### config.mk
export PLATFORM = sky130hd
export DESIGN_NAME = adder_sub_1bit_cell
export DESIGN_NICKNAME = d
export VERILOG_FILES = /design/src/rtl/adder_sub_1bit_cell.sv
export SDC_FILE = /design/constraint.sdc
export NUM_CORES = 1
export LEC_CHECK = 0
export CAP_MARGIN = 10
export CORE_AREA = 5 5 42 44
export CTS_CLUSTER_DIAMETER = 30
export DETAILED_ROUTE_END_ITERATION = 6
export DIE_AREA = 0 0 47 49
export GPL_TIMING_DRIVEN = 0
export PLACE_DENSITY = 0.41
export SLEW_MARGIN = 5
export SYNTH_ARGS = -nofsm -noshare
export SYNTH_HDL_FRONTEND = slang
export SYNTH_SLANG_ARGS = --single-unit
### constraint.sdc
create_clock -name clk -period 1.6 [get_ports clk]
set_clock_uncertainty 0.2 [all_clocks]
set_input_delay 0.48 -clock clk [delete_from_list [all_inputs] [get_ports clk]]
set_output_delay 0.48 -clock clk [all_outputs]
set_load 0.05 [all_outputs]
### src/rtl/adder_sub_1bit_cell.sv
// One-bit full adder / subtractor slice with a combinational result and an
// enable-gated registered copy for pipelined ripple datapaths.
module adder_sub_1bit_cell (
    input  logic clk,
    input  logic rst,
    input  logic a,
    input  logic b,
    input  logic sel,
    input  logic Cin,
    input  logic en,
    output logic sum,
    output logic Cout,
    output logic sum_q,
    output logic Cout_q,
    output logic valid_q
);

    logic w_bx;
    logic w_prop;
    logic w_sum;
    logic w_cout;

    logic r_sum;
    logic r_cout;
    logic r_valid;

    // Subtract is a + ~b + Cin; Cout=1 then means "no borrow".
    assign w_bx   = b ^ sel;
    assign w_prop = a ^ w_bx;
    assign w_sum  = w_prop ^ Cin;
    assign w_cout = (a & w_bx) | (Cin & w_prop);

    always_ff @(posedge clk) begin
        if (rst) begin
            r_sum   <= 1'b0;
            r_cout  <= 1'b0;
            r_valid <= 1'b0;
        end else if (en) begin
            r_sum   <= w_sum;
            r_cout  <= w_cout;
            r_valid <= 1'b1;
        end
    end

    assign sum     = w_sum;
    assign Cout    = w_cout;
    assign sum_q   = r_sum;
    assign Cout_q  = r_cout;
    assign valid_q = r_valid;

endmodule

; ---- After elaboration in Yosys (flattened, before gate mapping)
; Index checks and enable logic that the tools add are counted.
; W data, S select, Z words.
[totals]
ff_bits = 3
inputBits = 7
output_inout_bits = 5
word_cells = 9
[classes]
n_bitwise = 6
[ops]
columns = op, n
row1 = $xor A1 B1 Y1, 3
row2 = $and A1 B1 Y1, 2
row3 = $or A1 B1 Y1, 1

; ---- Depth between registers and ports, before layout
; Gate-level depths: netlist of run 1.
[depth]
word_depth = 4
mapped_depth = 3
ltp_nobuf = 3

; ---- Worst setup path before layout of run 1
; No wires, ideal clock.
[synth_path]
path_kind = in2out
start = in sel
end = out sum
arrival_time_ns = 1.409
required_time_ns = 0.920
path_slack_ns = -0.489
stages = 3
path_buffers = 0
cell_sequence = xnor2_1 > fa_1 > inv_1
[synth_via]
elab_chain_cells = 3
[synth_lines]
columns = item, line_no
row1 = from (decl), 8  ; input logic sel,
row2 = $xor A1 B1 Y1, 28  ; assign w_bx = b ^ sel;
row3 = $xor A1 B1 Y1, 29  ; assign w_prop = a ^ w_bx;
row4 = $xor A1 B1 Y1, 30  ; assign w_sum = w_prop ^ Cin;
row5 = to (decl), 11  ; output logic sum,
; Every way passes these cells.

; ---- Worst setup path after layout of run 1
[layout_path]
start = in b
end = out sum
[layout_via]
elab_chain_cells = 3
[layout_lines]
columns = item, line_no
row1 = from (decl), 7  ; input logic b,
row2 = $xor A1 B1 Y1, 28
row3 = $xor A1 B1 Y1, 29
row4 = $xor A1 B1 Y1, 30
; Every way passes these cells.

==> impl_metrics.yaml, run 1 <==
setup_path:
  reg2reg_slack_ns: 0.76
  critical_path.cell_chain: "buf_8, xnor2_4, fa_2, clkinvlp_4, buf_8"
  timing.rr.end: "Cout_q$_SDFFE_PP0P_"
  slowest_delay_ns: 0.56
  required_ns: 0.92
  crit_top_cell: "buf_8"
  crit_path_max_fanout: 2
  critical_path_class: "in -> out"
  cp-end-kind: "output pin"
  rr_startpoint: "Cout_q$_SDFFE_PP0P_"
  cp.arrival_ns: 1.52
  cp_slowest_cell: "fa_2"
  worst_setup_path_start_kind: "input pin"
  worst_r2r_path_depth: 2
die:
  std_cell_rows: 14
  io-pin-count: 12
  die-area_sq_mm: 0.00230
  core-area_sq_mm: 0.00140
  initial_utilization_pct: 9.55
  die_y_microns: 49
  die_w_microns: 47
drt:
  met3_length_microns: 68
  routedWlPerCell_microns: 8.94
  drcViolationCount: 0
  first_pass_iters: 2
  routed_wl_microns: 420
  drt_iter0_drc: 1
  ant_nets: 0
  topRoutingLayerUsed: "met4"
  via_count: 163
  wl_met2_microns: 167
  m1WireLength_microns: 159
  via_per_inst: 3.47
hold_path:
  hold_end: "valid_q$_SDFFE_PP0P_"
  hold-path-cell-count: 2
  min_path_type: "reg -> reg"
  min_from: "valid_q$_SDFFE_PP0P_"
yosys:
  yosys.cell_types.count: 6
  ys_seq_area_share_pct: 44.9
  synth_area_sq_um: 134
  synth_ff_type: "dfxtp_1"
  synthCells: 15
  yosysTopAreaCell: "dfxtp_1"
  synth-async-reset-ratio_pct: 0
  yosysWarningCount: 0
  synth-seq-cells: 3
  netlist.area_leader.share_pct: 44.9
  synth_area_leaders: "dfxtp_1 45%, fa_1 15%, a211oi_1 11%, inv_1 11%, nor2_1 11%"
  synth_fp_nets: 23
  ys_top_cells_by_count: "4 x inv_1, 4 x nor2_1, 3 x dfxtp_1"
  post_synth.cell_area_avg_sq_um: 8.93
  synth-edff-count: 0
placed_design:
  place_area_sq_um: 293
  preCtsSetupSlack_ns: -1.62
  place_congestion: 0.649
  post-dp-hpwl_microns: 325
  io_buffer_count: 11
  dpl.cell_count: 42
finish:
  final_cells: 47
  utilization_pct: 22.7
  fin_area_sq_um: 318
  layout-drive-gt1-share_pct: 61.3
  finalNetCount: 40
  antenna_cells: 0
  nFillCells: 160
  area_delta_synth_final_pct: 137
grt:
  grt_max_degree: 6
  grt_overflow_total: 0
  grt_pass1_vias: 179
  antenna_found_initial: 0
  grt_first_pass_wirelength_microns: 669
  grtUsageTotal_pct: 5.08
timing:
  drv_slew: 0
  fin_hold_ws_ns: 0.270
  rsz0062_at_grt: "true"
  relSlewSlack_pct: 83.2
  max_freq_mhz: 454
  finalHoldViolCount: 0
  finalCritPeriodShare_pct: 138
  worst_slew_pin_slew_ns: 0.254
  finalCriticalPeriod_ns: 2.20
  setup_ws_ns: -0.601
  setup_viol: 2
clock_tree:
  cts_root_buffer: "clkbuf_4"
  cts_max_path_buffers: 2
  cts_tree: "done"
  h-tree-depth: 1
  clk_pin_slew_ns: 0.03
  clk_latency_ns: 0.23
  clock_sinks: 3
  cts_hold_buffers: 0
  cts_buffers: 3
flow_run:
  maxCapViolations: 0
power:
  peakVddDrop_v: 0.000322
  p_leak_nw: 0.137
  p_per_area_mw_per_mm2: 1130
status:
  violations: "negative setup slack"
  status: "complete, but fails checks"
[registers in the layout (all words and copies together), names as in the netlist]
| signal | flops |
|---|---|
| sum_q | 1 |
| valid_q | 1 |
| Cout_q | 1 |
[critical path: cells and delay by family]
kind | cells | cell delay, ns
buffers and inverters | 3 | 0.35
XOR/XNOR | 1 | 0.13
adder cells (fa/ha/maj) | 1 | 0.56
[through the flow]
| step | TNS, ns | total power, W |
|---|---|---|
| detailed placement | -4.73 | 0.000220 |
| finish | -0.988 | 0.000360 |
| CTS | -0.992 | 0.000371 |
| global placement | -4.66 | 0.000220 |
| global route | -1.04 | 0.000379 |
| floorplan | -0.712 | 0.000170 |
[worst max-delay path by stage]
stage,from,to,slack [ns],cells past startpoint
2_1_floorplan,sel,sum,-0.47,3
3_3_place_gp,sel,sum,-1.61,5
3_5_place_dp,sel,sum,-1.62,5
4_1_cts,b,sum,-0.61,5
5_1_grt,b,sum,-0.64,5
6_report,b,sum,-0.60,5
[per-layer routing]
| layer | vias to the layer above | GRT usage [%] |
|---|---|---|
| li1 | 77 | - |
| met5 | - | 0 |
| met3 | 4 | 3.69 |
| met2 | 14 | 5.66 |
| met1 | 68 | 4.19 |
| met4 | 0 | 8.29 |
[layout by cell type (no fill, tap or decap)]
master,n
a211oi_1,2
buf_2,4
buf_4,1
buf_6,1
buf_8,3
clkbuf_1,1
clkbuf_2,1
clkbuf_4,3
clkdlybuf4s50_1,2
clkinvlp_4,2
dfxtp_1,3
fa_2,1
inv_2,2
nor2_1,4
xnor2_4,1
[cells by family (layout without fill, tap and decap cells)]
logic type,Yosys count,after routing,share of synthesized area (%)
AND/OR/NAND/NOR,4,4,11.2
buffers and inverters,4,20,11.2
flip-flops,3,3,44.9
AO/OA/AOI/OAI,2,2,11.2
adder cells (fa/ha/maj),1,1,15.0
XOR/XNOR,1,1,6.54
[power by group]
group | total [W] | switching (W) | leakage, nW | internal (W)
logic | 0.000143 | 0.0000826 | 0.0973 | 0.0000600
clock network | 0.000132 | 0.0000389 | 0.0150 | 0.0000934
registers | 0.0000847 | 0.00000304 | 0.0250 | 0.0000816
total | 0.000360 | 0.000125 | 0.137 | 0.000235
[final cells by class]
type                    instances  area, sq um  area share, %
repair buffers                 12          109           34.3
multi-input cells               8         80.1           25.2
inverters                       4         22.5           7.09
clock buffers                   4         26.3           8.27
well taps                      16         20.0           6.30
flip-flops and latches          3         60.1           18.9
[timing repair]
action	in CTS	in global routing
pin swaps	2	0
setup buffers	1	0
hold endpoints to repair	0	0
setup endpoints to repair	7	2
resized for setup	52	1
Note: power is estimated with default switching activity, not from simulation.
==> run 2, diff against run 1 <==
--- a/config.mk
+++ b/config.mk
@@ -12,7 +12,6 @@
 export DIE_AREA = 0 0 47 49
 export GPL_TIMING_DRIVEN = 0
 export PLACE_DENSITY = 0.41
-export SLEW_MARGIN = 5
 export SYNTH_ARGS = -nofsm -noshare
 export SYNTH_HDL_FRONTEND = slang
 export SYNTH_SLANG_ARGS = --single-unit
==> results of run 2 <==
No change in the layout: final DEF, timing and power equal those of run 1.
==> run 3, diff against run 2 <==
--- a/config.mk
+++ b/config.mk
@@ -10,6 +10,7 @@
 export CTS_CLUSTER_DIAMETER = 30
 export DETAILED_ROUTE_END_ITERATION = 6
 export DIE_AREA = 0 0 47 49
+export GPL_ROUTABILITY_DRIVEN = 0
 export GPL_TIMING_DRIVEN = 0
 export PLACE_DENSITY = 0.41
 export SYNTH_ARGS = -nofsm -noshare
==> results of run 3 <==
No change in the layout: final DEF, timing and power equal those of run 1.
